===== src/rtl/muldiv_seq_if.sv =====
// Request/result bundle between the execute stage and the M-extension sequencer.
// The pipeline side is the master. The sequencer is the slave.
interface muldiv_seq_if #(
  parameter int XLEN = 32
);
  logic            start;
  logic [2:0]      md_op;
  logic [XLEN-1:0] rs1_data;
  logic [XLEN-1:0] rs2_data;
  logic            flush;
  logic            busy;
  logic            done;
  logic [XLEN-1:0] md_data;

  modport master (
    output start, md_op, rs1_data, rs2_data, flush,
    input  busy, done, md_data
  );

  modport slave (
    input  start, md_op, rs1_data, rs2_data, flush,
    output busy, done, md_data
  );
endinterface


===== src/rtl/muldiv_seq.sv =====
// Iterative RV32M multiply/divide sequencer.
// Multiplication uses a 32-step shift-add. Division uses a 32-step restoring algorithm.
// Both run on the same {hi,lo} register pair. Sign handling is done on magnitudes:
// the unit negates the operands at start and fixes the sign of the result in one final cycle.
module muldiv_seq #(
  parameter int XLEN  = 32,
  parameter int CNT_W = 5
) (
  input  logic          clk,
  input  logic          rst_n,
  muldiv_seq_if.slave   bus
);

  localparam logic [1:0] S_IDLE = 2'd0;
  localparam logic [1:0] S_CALC = 2'd1;
  localparam logic [1:0] S_FIX  = 2'd2;
  localparam logic [1:0] S_DONE = 2'd3;

  localparam logic [2:0] OP_MUL    = 3'd0;
  localparam logic [2:0] OP_MULH   = 3'd1;
  localparam logic [2:0] OP_MULHSU = 3'd2;
  localparam logic [2:0] OP_MULHU  = 3'd3;
  localparam logic [2:0] OP_DIV    = 3'd4;
  localparam logic [2:0] OP_DIVU   = 3'd5;
  localparam logic [2:0] OP_REM    = 3'd6;
  localparam logic [2:0] OP_REMU   = 3'd7;

  localparam logic [XLEN-1:0] ALL_ONES = '1;
  localparam logic [XLEN-1:0] INT_MIN  = {1'b1, {(XLEN-1){1'b0}}};
  localparam logic [CNT_W-1:0] LAST_CNT = CNT_W'(XLEN - 1);

  // Two's-complement negation helpers for single and double width values.
  function automatic logic [XLEN-1:0] neg_w(input logic [XLEN-1:0] v);
    return -v;
  endfunction

  function automatic logic [2*XLEN-1:0] neg_dw(input logic [2*XLEN-1:0] v);
    return -v;
  endfunction

  logic [1:0]       state;
  logic [CNT_W-1:0] cnt;
  logic [2:0]       op;
  logic             neg_res;
  logic [XLEN-1:0]  opnd;      // multiplicand or divisor magnitude
  logic [XLEN-1:0]  hi;        // product high half / partial remainder
  logic [XLEN-1:0]  lo;        // multiplier being consumed / quotient being built
  logic [XLEN-1:0]  md_data;

  logic             accept;
  logic             op_is_div;

  // Start-time decode: signedness, operand magnitudes, result sign, special cases.
  logic             a_signed;
  logic             b_signed;
  logic             neg_start;
  logic [XLEN-1:0]  a_mag;
  logic [XLEN-1:0]  b_mag;
  logic             div_zero;
  logic             div_ovf;
  logic             special;
  logic [XLEN-1:0]  special_res;

  // Classify the incoming op and build the magnitudes it will iterate on.
  always_comb begin
    a_signed    = 1'b0;
    b_signed    = 1'b0;
    neg_start   = 1'b0;
    special_res = '0;
    case (bus.md_op)
      OP_MULH: begin
        a_signed  = 1'b1;
        b_signed  = 1'b1;
        neg_start = bus.rs1_data[XLEN-1] ^ bus.rs2_data[XLEN-1];
      end
      OP_MULHSU: begin
        a_signed  = 1'b1;
        neg_start = bus.rs1_data[XLEN-1];
      end
      OP_DIV: begin
        a_signed  = 1'b1;
        b_signed  = 1'b1;
        neg_start = bus.rs1_data[XLEN-1] ^ bus.rs2_data[XLEN-1];
      end
      OP_REM: begin
        a_signed  = 1'b1;
        b_signed  = 1'b1;
        neg_start = bus.rs1_data[XLEN-1];
      end
      default: begin
        a_signed  = 1'b0;
        b_signed  = 1'b0;
        neg_start = 1'b0;
      end
    endcase

    a_mag = (a_signed && bus.rs1_data[XLEN-1]) ? neg_w(bus.rs1_data) : bus.rs1_data;
    b_mag = (b_signed && bus.rs2_data[XLEN-1]) ? neg_w(bus.rs2_data) : bus.rs2_data;

    div_zero = bus.md_op[2] && (bus.rs2_data == '0);
    div_ovf  = ((bus.md_op == OP_DIV) || (bus.md_op == OP_REM)) &&
               (bus.rs1_data == INT_MIN) && (bus.rs2_data == ALL_ONES);
    special  = div_zero || div_ovf;

    // Divide by zero: quotient all ones, remainder is the dividend.
    // Overflow: quotient is INT_MIN, remainder is zero.
    if (div_zero) begin
      special_res = bus.md_op[1] ? bus.rs1_data : ALL_ONES;
    end else if (div_ovf) begin
      special_res = bus.md_op[1] ? '0 : INT_MIN;
    end
  end

  assign accept    = bus.start && ((state == S_IDLE) || (state == S_DONE));
  assign op_is_div = op[2];

  // One iteration of either algorithm.
  logic [XLEN:0]            mul_sum;
  logic [XLEN:0]            rem_sh;
  logic signed [XLEN+1:0]   trial;
  logic                     trial_ok;

  // Datapath for a single iteration step.
  always_comb begin
    mul_sum  = {1'b0, hi} + (lo[0] ? {1'b0, opnd} : '0);
    rem_sh   = {hi, lo[XLEN-1]};
    trial    = $signed({1'b0, rem_sh}) - $signed({2'b00, opnd});
    trial_ok = ~trial[XLEN+1];
  end

  // Final sign correction and result selection.
  logic [2*XLEN-1:0] prod_fix;
  logic [XLEN-1:0]   div_sel;
  logic [XLEN-1:0]   div_fix;
  logic [XLEN-1:0]   fix_res;

  // Negate the product or quotient/remainder when the true result is negative, then pick the half.
  always_comb begin
    prod_fix = neg_res ? neg_dw({hi, lo}) : {hi, lo};
    div_sel  = op[1] ? hi : lo;
    div_fix  = neg_res ? neg_w(div_sel) : div_sel;
    case (op)
      OP_MUL:    fix_res = prod_fix[XLEN-1:0];
      OP_MULH,
      OP_MULHSU,
      OP_MULHU:  fix_res = prod_fix[2*XLEN-1:XLEN];
      OP_DIV,
      OP_DIVU,
      OP_REM,
      OP_REMU:   fix_res = div_fix;
      default:   fix_res = div_fix;
    endcase
  end

  // Sequencer FSM and iteration counter. Flush wins over everything except reset.
  always_ff @(posedge clk or negedge rst_n) begin
    if (!rst_n) begin
      state <= S_IDLE;
      cnt   <= '0;
    end else if (bus.flush) begin
      state <= S_IDLE;
    end else begin
      case (state)
        S_IDLE, S_DONE: begin
          if (bus.start) begin
            state <= special ? S_DONE : S_CALC;
            cnt   <= '0;
          end else begin
            state <= S_IDLE;
          end
        end
        S_CALC: begin
          cnt <= cnt + 1'b1;
          if (cnt == LAST_CNT) begin
            state <= S_FIX;
          end
        end
        S_FIX:   state <= S_DONE;
        default: state <= S_IDLE;
      endcase
    end
  end

  // Operand capture, iteration registers and result register.
  always_ff @(posedge clk or negedge rst_n) begin
    if (!rst_n) begin
      op      <= '0;
      neg_res <= 1'b0;
      opnd    <= '0;
      hi      <= '0;
      lo      <= '0;
      md_data <= '0;
    end else if (!bus.flush) begin
      if (accept) begin
        op      <= bus.md_op;
        neg_res <= neg_start;
        hi      <= '0;
        // Divide: lo starts as the dividend, opnd holds the divisor.
        // Multiply: lo starts as the multiplier, opnd holds the multiplicand.
        lo      <= bus.md_op[2] ? a_mag : b_mag;
        opnd    <= bus.md_op[2] ? b_mag : a_mag;
        if (special) begin
          md_data <= special_res;
        end
      end else if (state == S_CALC) begin
        if (op_is_div) begin
          hi <= trial_ok ? trial[XLEN-1:0] : rem_sh[XLEN-1:0];
          lo <= {lo[XLEN-2:0], trial_ok};
        end else begin
          hi <= mul_sum[XLEN:1];
          lo <= {mul_sum[0], lo[XLEN-1:1]};
        end
      end else if (state == S_FIX) begin
        md_data <= fix_res;
      end
    end
  end

  assign bus.busy    = (state == S_CALC) || (state == S_FIX);
  assign bus.done    = (state == S_DONE);
  assign bus.md_data = md_data;

endmodule

===== src/flat_wrapper.sv =====
// flat-port wrapper written by rule: the top's interface ports become plain ports
module muldiv_seq_flat 
#(
  parameter int XLEN  = 32,
  parameter int CNT_W = 5
)
  (clk, rst_n, bus_start, bus_md_op, bus_rs1_data, bus_rs2_data, bus_flush, bus_busy, bus_done, bus_md_data);
  muldiv_seq_if #(.XLEN(XLEN)) bus_i ();
  input  logic clk;
  input  logic rst_n;
  input wire logic [$bits(bus_i.start)-1:0] bus_start;
  input wire logic [$bits(bus_i.md_op)-1:0] bus_md_op;
  input wire logic [$bits(bus_i.rs1_data)-1:0] bus_rs1_data;
  input wire logic [$bits(bus_i.rs2_data)-1:0] bus_rs2_data;
  input wire logic [$bits(bus_i.flush)-1:0] bus_flush;
  output wire logic [$bits(bus_i.busy)-1:0] bus_busy;
  output wire logic [$bits(bus_i.done)-1:0] bus_done;
  output wire logic [$bits(bus_i.md_data)-1:0] bus_md_data;
  assign bus_i.start = bus_start;
  assign bus_i.md_op = bus_md_op;
  assign bus_i.rs1_data = bus_rs1_data;
  assign bus_i.rs2_data = bus_rs2_data;
  assign bus_i.flush = bus_flush;
  assign bus_busy = bus_i.busy;
  assign bus_done = bus_i.done;
  assign bus_md_data = bus_i.md_data;
  muldiv_seq #(.XLEN(XLEN), .CNT_W(CNT_W)) u_core (.clk(clk), .rst_n(rst_n), .bus(bus_i));
endmodule

===== config.mk =====
export PLATFORM = sky130hd
export DESIGN_NAME = muldiv_seq_flat
export DESIGN_NICKNAME = d
export VERILOG_FILES = /design/src/rtl/muldiv_seq_if.sv /design/src/rtl/muldiv_seq.sv /design/src/flat_wrapper.sv
export SDC_FILE = /design/constraint.sdc
export NUM_CORES = 1
export LEC_CHECK = 0
export BUFFER_PORTS_ARGS = -buffer_cell sky130_fd_sc_hd__buf_2
export CAP_MARGIN = 20
export CORE_MARGIN = 1.5
export CORE_UTILIZATION = 35
export DETAILED_ROUTE_END_ITERATION = 16
export GPL_ROUTABILITY_DRIVEN = 0
export GPL_TIMING_DRIVEN = 0
export PLACE_DENSITY_LB_ADDON = 0.1
export SYNTH_ARGS = -nofsm -noshare
export SYNTH_HDL_FRONTEND = slang
export SYNTH_SLANG_ARGS = --single-unit

===== constraint.sdc =====
create_clock -name clk -period 5 [get_ports clk]
set_input_delay 0.5 -clock clk [delete_from_list [all_inputs] [get_ports clk]]
set_output_delay 0.5 -clock clk [all_outputs]
set_load 0.05 [all_outputs]

Word level (Yosys, flattened, before mapping) --
Cells that the tools add are included.
Storage, ports and cells: flip-flop bits (word level) 139, input bits 71
Operators by class: add/subtract/negate cells 7, eq/ne operators 21, muxes and demuxes 34, bitwise logic cells 3, reduce and logical (&&, ||, !) cells 27
Operator list (count):
- $mux W32 | 22
- $neg A32 Y32 | 3
- $pmux W32 S3 | 1
- $eq A32 B32 Y1 const B | 2
- $mux W64 | 1
- $neg A64 Y64 | 1
- $sub A33 B32 Y34 | 1
- $add A32 B33 Y33 | 1
- $logic_not A32 Y1 | 1
- $eq A3 B3 Y1 const B | 6
- $pmux W5 S2 | 1
- $eq A3 B2 Y1 const B | 3
- $mux W2 | 4
- $reduce_or A4 Y1 | 2
- $eq A3 B1 Y1 const B | 2
- $logic_and A1 B1 Y1 | 6
- $pmux W2 S3 | 1
- $reduce_bool A2 Y1 | 3
- $reduce_or A2 Y1 | 3
- $reduce_or A3 Y1 | 2
- $add A5 B1 Y5 const B | 1
- $eq A5 B5 Y1 const B | 1
- $mux W5 | 1
- $eq A2 B2 Y1 const B | 2
- other kinds (14) | 21

Longest topological paths before layout --
depth after elaboration 9, gate-level depth with buffers 16, depth with buffers taken out 13

Worst setup path after synthesis --
No wires, ideal clock.
path kind reg2reg, start point register u_core.op[1], end point register u_core.md_data[26] (netlist: u_core.bus.md_data[26]), arrival 4.122 ns, path slack 0.757 ns, stages on the path, launching flop included 17, path buffers 6, period minus slack after synthesis 4.243 ns, cells stage by stage dfrtp_1 > buf_2 > buf_1 > buf_1 > buf_1 > buf_2 > buf_1 > mux2i_1 > ha_1 > o221ai_1 > or4_1 > nand4b_1 > nand2_1 > xnor2_1 > a221oi_1 > o21ai_0 > a22o_1
Between the ends: word-level cells in the longest chain between the ends 7, elaborated cells between the ends (all ways) 17, classes of those cells add/sub: 1; eq/ne: 7; mux: 6; reduce/logical: 3
RTL lines:
- from (decl) | RTL line muldiv_seq.sv:43 | logic [2:0] op;
- from (signal assigned) | RTL line muldiv_seq.sv:195 | op <= bus.md_op;
- $mux W32 | RTL line muldiv_seq.sv:140 | div_sel = op[1] ? hi : lo;
- $neg A32 Y32 | RTL line muldiv_seq.sv:34 | return -v;
- $mux W32 | RTL line muldiv_seq.sv:141 | div_fix = neg_res ? neg_w(div_sel) : div_sel;
- $pmux W32 S3 (*) | RTL line muldiv_seq.sv:142 | case (op)
- $mux W32 (*) | RTL line muldiv_seq.sv:213 | end else if (state == S_FIX) begin
- $mux W32 (*) | RTL line muldiv_seq.sv:205 | end else if (state == S_CALC) begin
- $mux W32 (*) | RTL line muldiv_seq.sv:194 | if (accept) begin
- to (signal assigned) | RTL line muldiv_seq.sv:203 | md_data <= special_res;
- to (signal assigned) | RTL line muldiv_seq.sv:214 | md_data <= fix_res;
- to (decl) | RTL line muldiv_seq.sv:48 | logic [XLEN-1:0] md_data;
Every way passes the cells marked *; elsewhere a longest branch is shown, timed or not. The select of a mux whose other input is x is not followed. A chain may end at the register's enable or synchronous reset.

Final worst setup path --
start point register u_core.lo[0], end point register u_core.hi[31]
Between the ends: word-level cells in the longest chain between the ends 5
RTL lines:
- from (decl) | RTL line muldiv_seq.sv:47 | logic [XLEN-1:0] lo;
- from (signal assigned) | RTL line muldiv_seq.sv:200 | lo <= bus.md_op[2] ? a_mag : b_mag;
- from (signal assigned) | RTL line muldiv_seq.sv:208 | lo <= {lo[XLEN-2:0], trial_ok};
- from (signal assigned) | RTL line muldiv_seq.sv:211 | lo <= {mul_sum[0], lo[XLEN-1:1]};
- $mux W32 | RTL line muldiv_seq.sv:125 | mul_sum = {1'b0, hi} + (lo[0] ? {1'b0, opnd} : '0);
- $add A32 B33 Y33 | RTL line muldiv_seq.sv:125
- $mux W32 | RTL line muldiv_seq.sv:206 | if (op_is_div) begin
- $mux W32 | RTL line muldiv_seq.sv:205
- $mux W32 | RTL line muldiv_seq.sv:194
- to (signal assigned) | RTL line muldiv_seq.sv:207 | hi <= trial_ok ? trial[XLEN-1:0] : rem_sh[XLEN-1:0];
- to (signal assigned) | RTL line muldiv_seq.sv:210 | hi <= mul_sum[XLEN:1];
- to (decl) | RTL line muldiv_seq.sv:46 | logic [XLEN-1:0] hi;
Every way passes these cells. The select of a mux whose other input is x is not followed.

==> run metrics <==
outcome completed; cts bufs inserted 17; net count after synthesis 2,239; Power Density about 760 mW/mm2; Async S/R FF share, synth between 90% and 100%; Setup Skew 0.0219 ns; share of layout cells above drive strength 1 between 8 and 9%; clock network power share between 10% and 20%; FMAX around 0.21 GHz; clock buffer depth 2; type of origin of the critical path flop; Post-synth EDFFs 0; CTS clk-pin slew, worst paths approximately 0.080 ns; normalized max-slew margin about 22%; # rows 77; most common cell after layout, fill and taps aside nand2_1; RSZ-0062 raised after global routing no; routed via count 17,200; Fin. Hold Viols 0; vias in the first global route about 16,000; NumNets Final about 2,400; first-pass detailed-route iteration total 8; largest net degree at the start of global routing 51; CTS tree yes; final setup TNS 0 ns; Post-synth top flop dfrtp_1; worst path cell trace inv_1, clkbuf_1, nor2_1, ha_1, a21oi_1, o211ai_1, o21ai_0, o221ai_1, a31oi_1, nor2b_1, nor2_1, a2111oi_0, o21ai_0; sequential fraction of the synthesis area approximately 22%; Critical Path Slowest Stage Cell o21ai_0; IO Pins about 110; Root Buffer clkbuf_16; final antenna-violating net count 0; switching power total a little under 0.008 W; DRC viols 0; I/O Buffers 101; max cap viols 0; Post-Synthesis Cells between 2,000 and 2,500; Mapped Area ~0.016 mm2; Sw Share approximately three fifths; Wirelength per Cell ~25 um; critical path type flop to flop; Area Growth Syn to Fin 12.6%; Tot GR Track Use a little under a third; H-Tree Depth 4; initial antenna violation count 0; YS warnings 0; Seq pwr share 16.0%; Die H between 200 and 250 um; Detailed Place HPWL 56,600 um; fin worst setup slack ~0.28 ns; mean post-synth cell area 7.44 um2; commonest non-fill, non-tap cells in the layout nand2_1 (236), o21ai_0 (191), a21oi_1 (185), nor2_1 (172), clkbuf_1 (141); crit path capture type flop; path type of the worst min-delay path primary input to flop; Comb pwr share between 70% and 80%; Final Routed Wirelength 71,500 um; Slew Limit Fails 0; n_diodes 0; die area between 0.04 and 0.05 mm2; initial drt markers about 2,100; Critical Path RT 5.32 ns; # setup viols final 0; largest delay contributor family on the critical path compound AO/OA/AOI/OAI gates; worst slew pin tran 1.16 ns; worst-path fanout max 10; distinct cell type count after synthesis around 80; Peak supply drop approximately 300 uV; fin crit share between 90% and 100%; Fillers 4,713; Initial Utilization 35.3%; Clock Latency Late Sink 0.47 ns; register bit total from synthesis about 140; grt ovf 0; Internal Power ~0.0055 W; Tmin final between 4 and 5 ns; hold slack approximately 0.36 ns; CP arrival between 5 and 6 ns; # clock sinks about 140; slowest stage delay, CP 0.84 ns; power after layout approximately 0.013 W; leakage power between 7 and 8 nW; Core Footprint approximately 0.044 mm2; CP Buf/Inv Count 2; post-layout util around 40%; worst slack at placement -0.913 ns; Via density ~6.1; global-route wire length before repair ~100,000 um; Die Width around 210 um
## power by group through the flow
stage	combinational (W)	sequential, W	clock (W)
finish	0.00971	0.00212	0.00141
global route	0.0104	0.00217	0.00146
CTS	0.00946	0.00210	0.00141
detailed placement	0.00941	0.00212	0
global placement	0.00939	0.00211	0
floorplan	0.00627	0.00228	0
## path summary, 6_finish.rpt
| check | start | end | slack [ns] | depth (start not counted) |
|---|---|---|---|---|
| max | u_core.lo[0]$_DFFE_PN0P_ | u_core.hi[31]$_DFFE_PN0P_ | 0.28 | 13 |
| min | bus_md_op[0] | u_core.op[0]$_DFFE_PN0P_ | 0.36 | 2 |
| max reg2reg | u_core.lo[0]$_DFFE_PN0P_ | u_core.hi[31]$_DFFE_PN0P_ | 0.28 | 13 |
| min reg2reg | u_core.bus.md_data[9]$_DFFE_PN0P_ | u_core.bus.md_data[9]$_DFFE_PN0P_ | 0.47 | 1 |
| max in group asynchronous | rst_n | u_core.lo[21]$_DFFE_PN0P_ | 3.78 | 3 |
| min in group asynchronous | rst_n | u_core.hi[20]$_DFFE_PN0P_ | 0.54 | 2 |
## layer usage
metal	vias to the layer above	GRT usage (%)	part of all wire, %
met5	-	0	0
met4	0	13.6	4.3
met3	136	6.97	9.3
met2	832	46.4	43
met1	8343	43.4	44
li1	7864	-	-
## registers in the layout, indices dropped and copies added, names as in the netlist
signal / flops
u_core.state: 2
u_core.bus.md_data: 32
u_core.op: 3
u_core.opnd: 32
u_core.hi: 32
u_core.neg_res: 1
u_core.lo: 32
u_core.cnt: 5
## what timing repair did
item	CTS	global route
resized for setup	2	1
buffers inserted	0	0
endpoints found under the hold margin	29	0
endpoints found under the setup margin	13	6
hold buffers	1	0
## layout make-up
| class | instances | area (um2) | share of cell area, % |
|---|---|---|---|
| clock buffer | 17 | 425 | 2.43 |
| buffer | 169 | 666 | 3.80 |
| sequential | 139 | 3480 | 19.9 |
| inverter | 68 | 255 | 1.46 |
| multi-input combinational | 1714 | 11200 | 63.7 |
| tap | 592 | 741 | 4.23 |
| clock inverter | 15 | 194 | 1.11 |
| timing repair buffer | 108 | 598 | 3.42 |
## through the flow
step	instances	cell area (um2)
2_1_floorplan	2092	15600
3_3_place_gp	2785	16800
3_5_place_dp	2790	16900
4_1_cts	2822	17500
5_1_grt	2822	17500
6_report	2822	17500
## cell usage after synthesis, types with 13 or more instances
| library cell | number | area [um2] |
|---|---|---|
| nor3_1 | 58 | 290 |
| a21oi_1 | 185 | 926 |
| nand3_1 | 23 | 115 |
| xnor2_1 | 109 | 955 |
| mux2i_1 | 90 | 901 |
| o41ai_1 | 13 | 114 |
| dfrtp_1 | 139 | 3480 |
| xor2_1 | 89 | 780 |
| or4_1 | 22 | 165 |
| a211oi_1 | 19 | 143 |
| ha_1 | 74 | 926 |
| nand2_1 | 236 | 886 |
| nand4_1 | 30 | 188 |
| nor2_1 | 172 | 646 |
| o21ai_0 | 191 | 956 |
| buf_1 | 21 | 78.8 |
| inv_1 | 67 | 251 |
| nor4_1 | 22 | 138 |
| nor2b_1 | 13 | 81.3 |
| a31oi_1 | 14 | 87.6 |
| o31ai_1 | 38 | 285 |
| nand2b_1 | 20 | 125 |
| o221ai_1 | 38 | 333 |
| a21o_1 | 32 | 240 |
| clkbuf_1 | 141 | 529 |
| a22oi_1 | 16 | 120 |
| a221oi_1 | 14 | 123 |
## logic make-up after synthesis
group | count (synthesis) | synth area share (%)
adder cells (fa/ha/maj) | 76 | 6.21
flip-flops | 139 | 22.4
buffers and inverters | 239 | 5.94
AO/OA/AOI/OAI | 665 | 27.1
XOR/XNOR | 198 | 11.1
AND/OR/NAND/NOR | 676 | 20.8
multiplexers | 99 | 6.44
(Power assumes the default switching activity.)
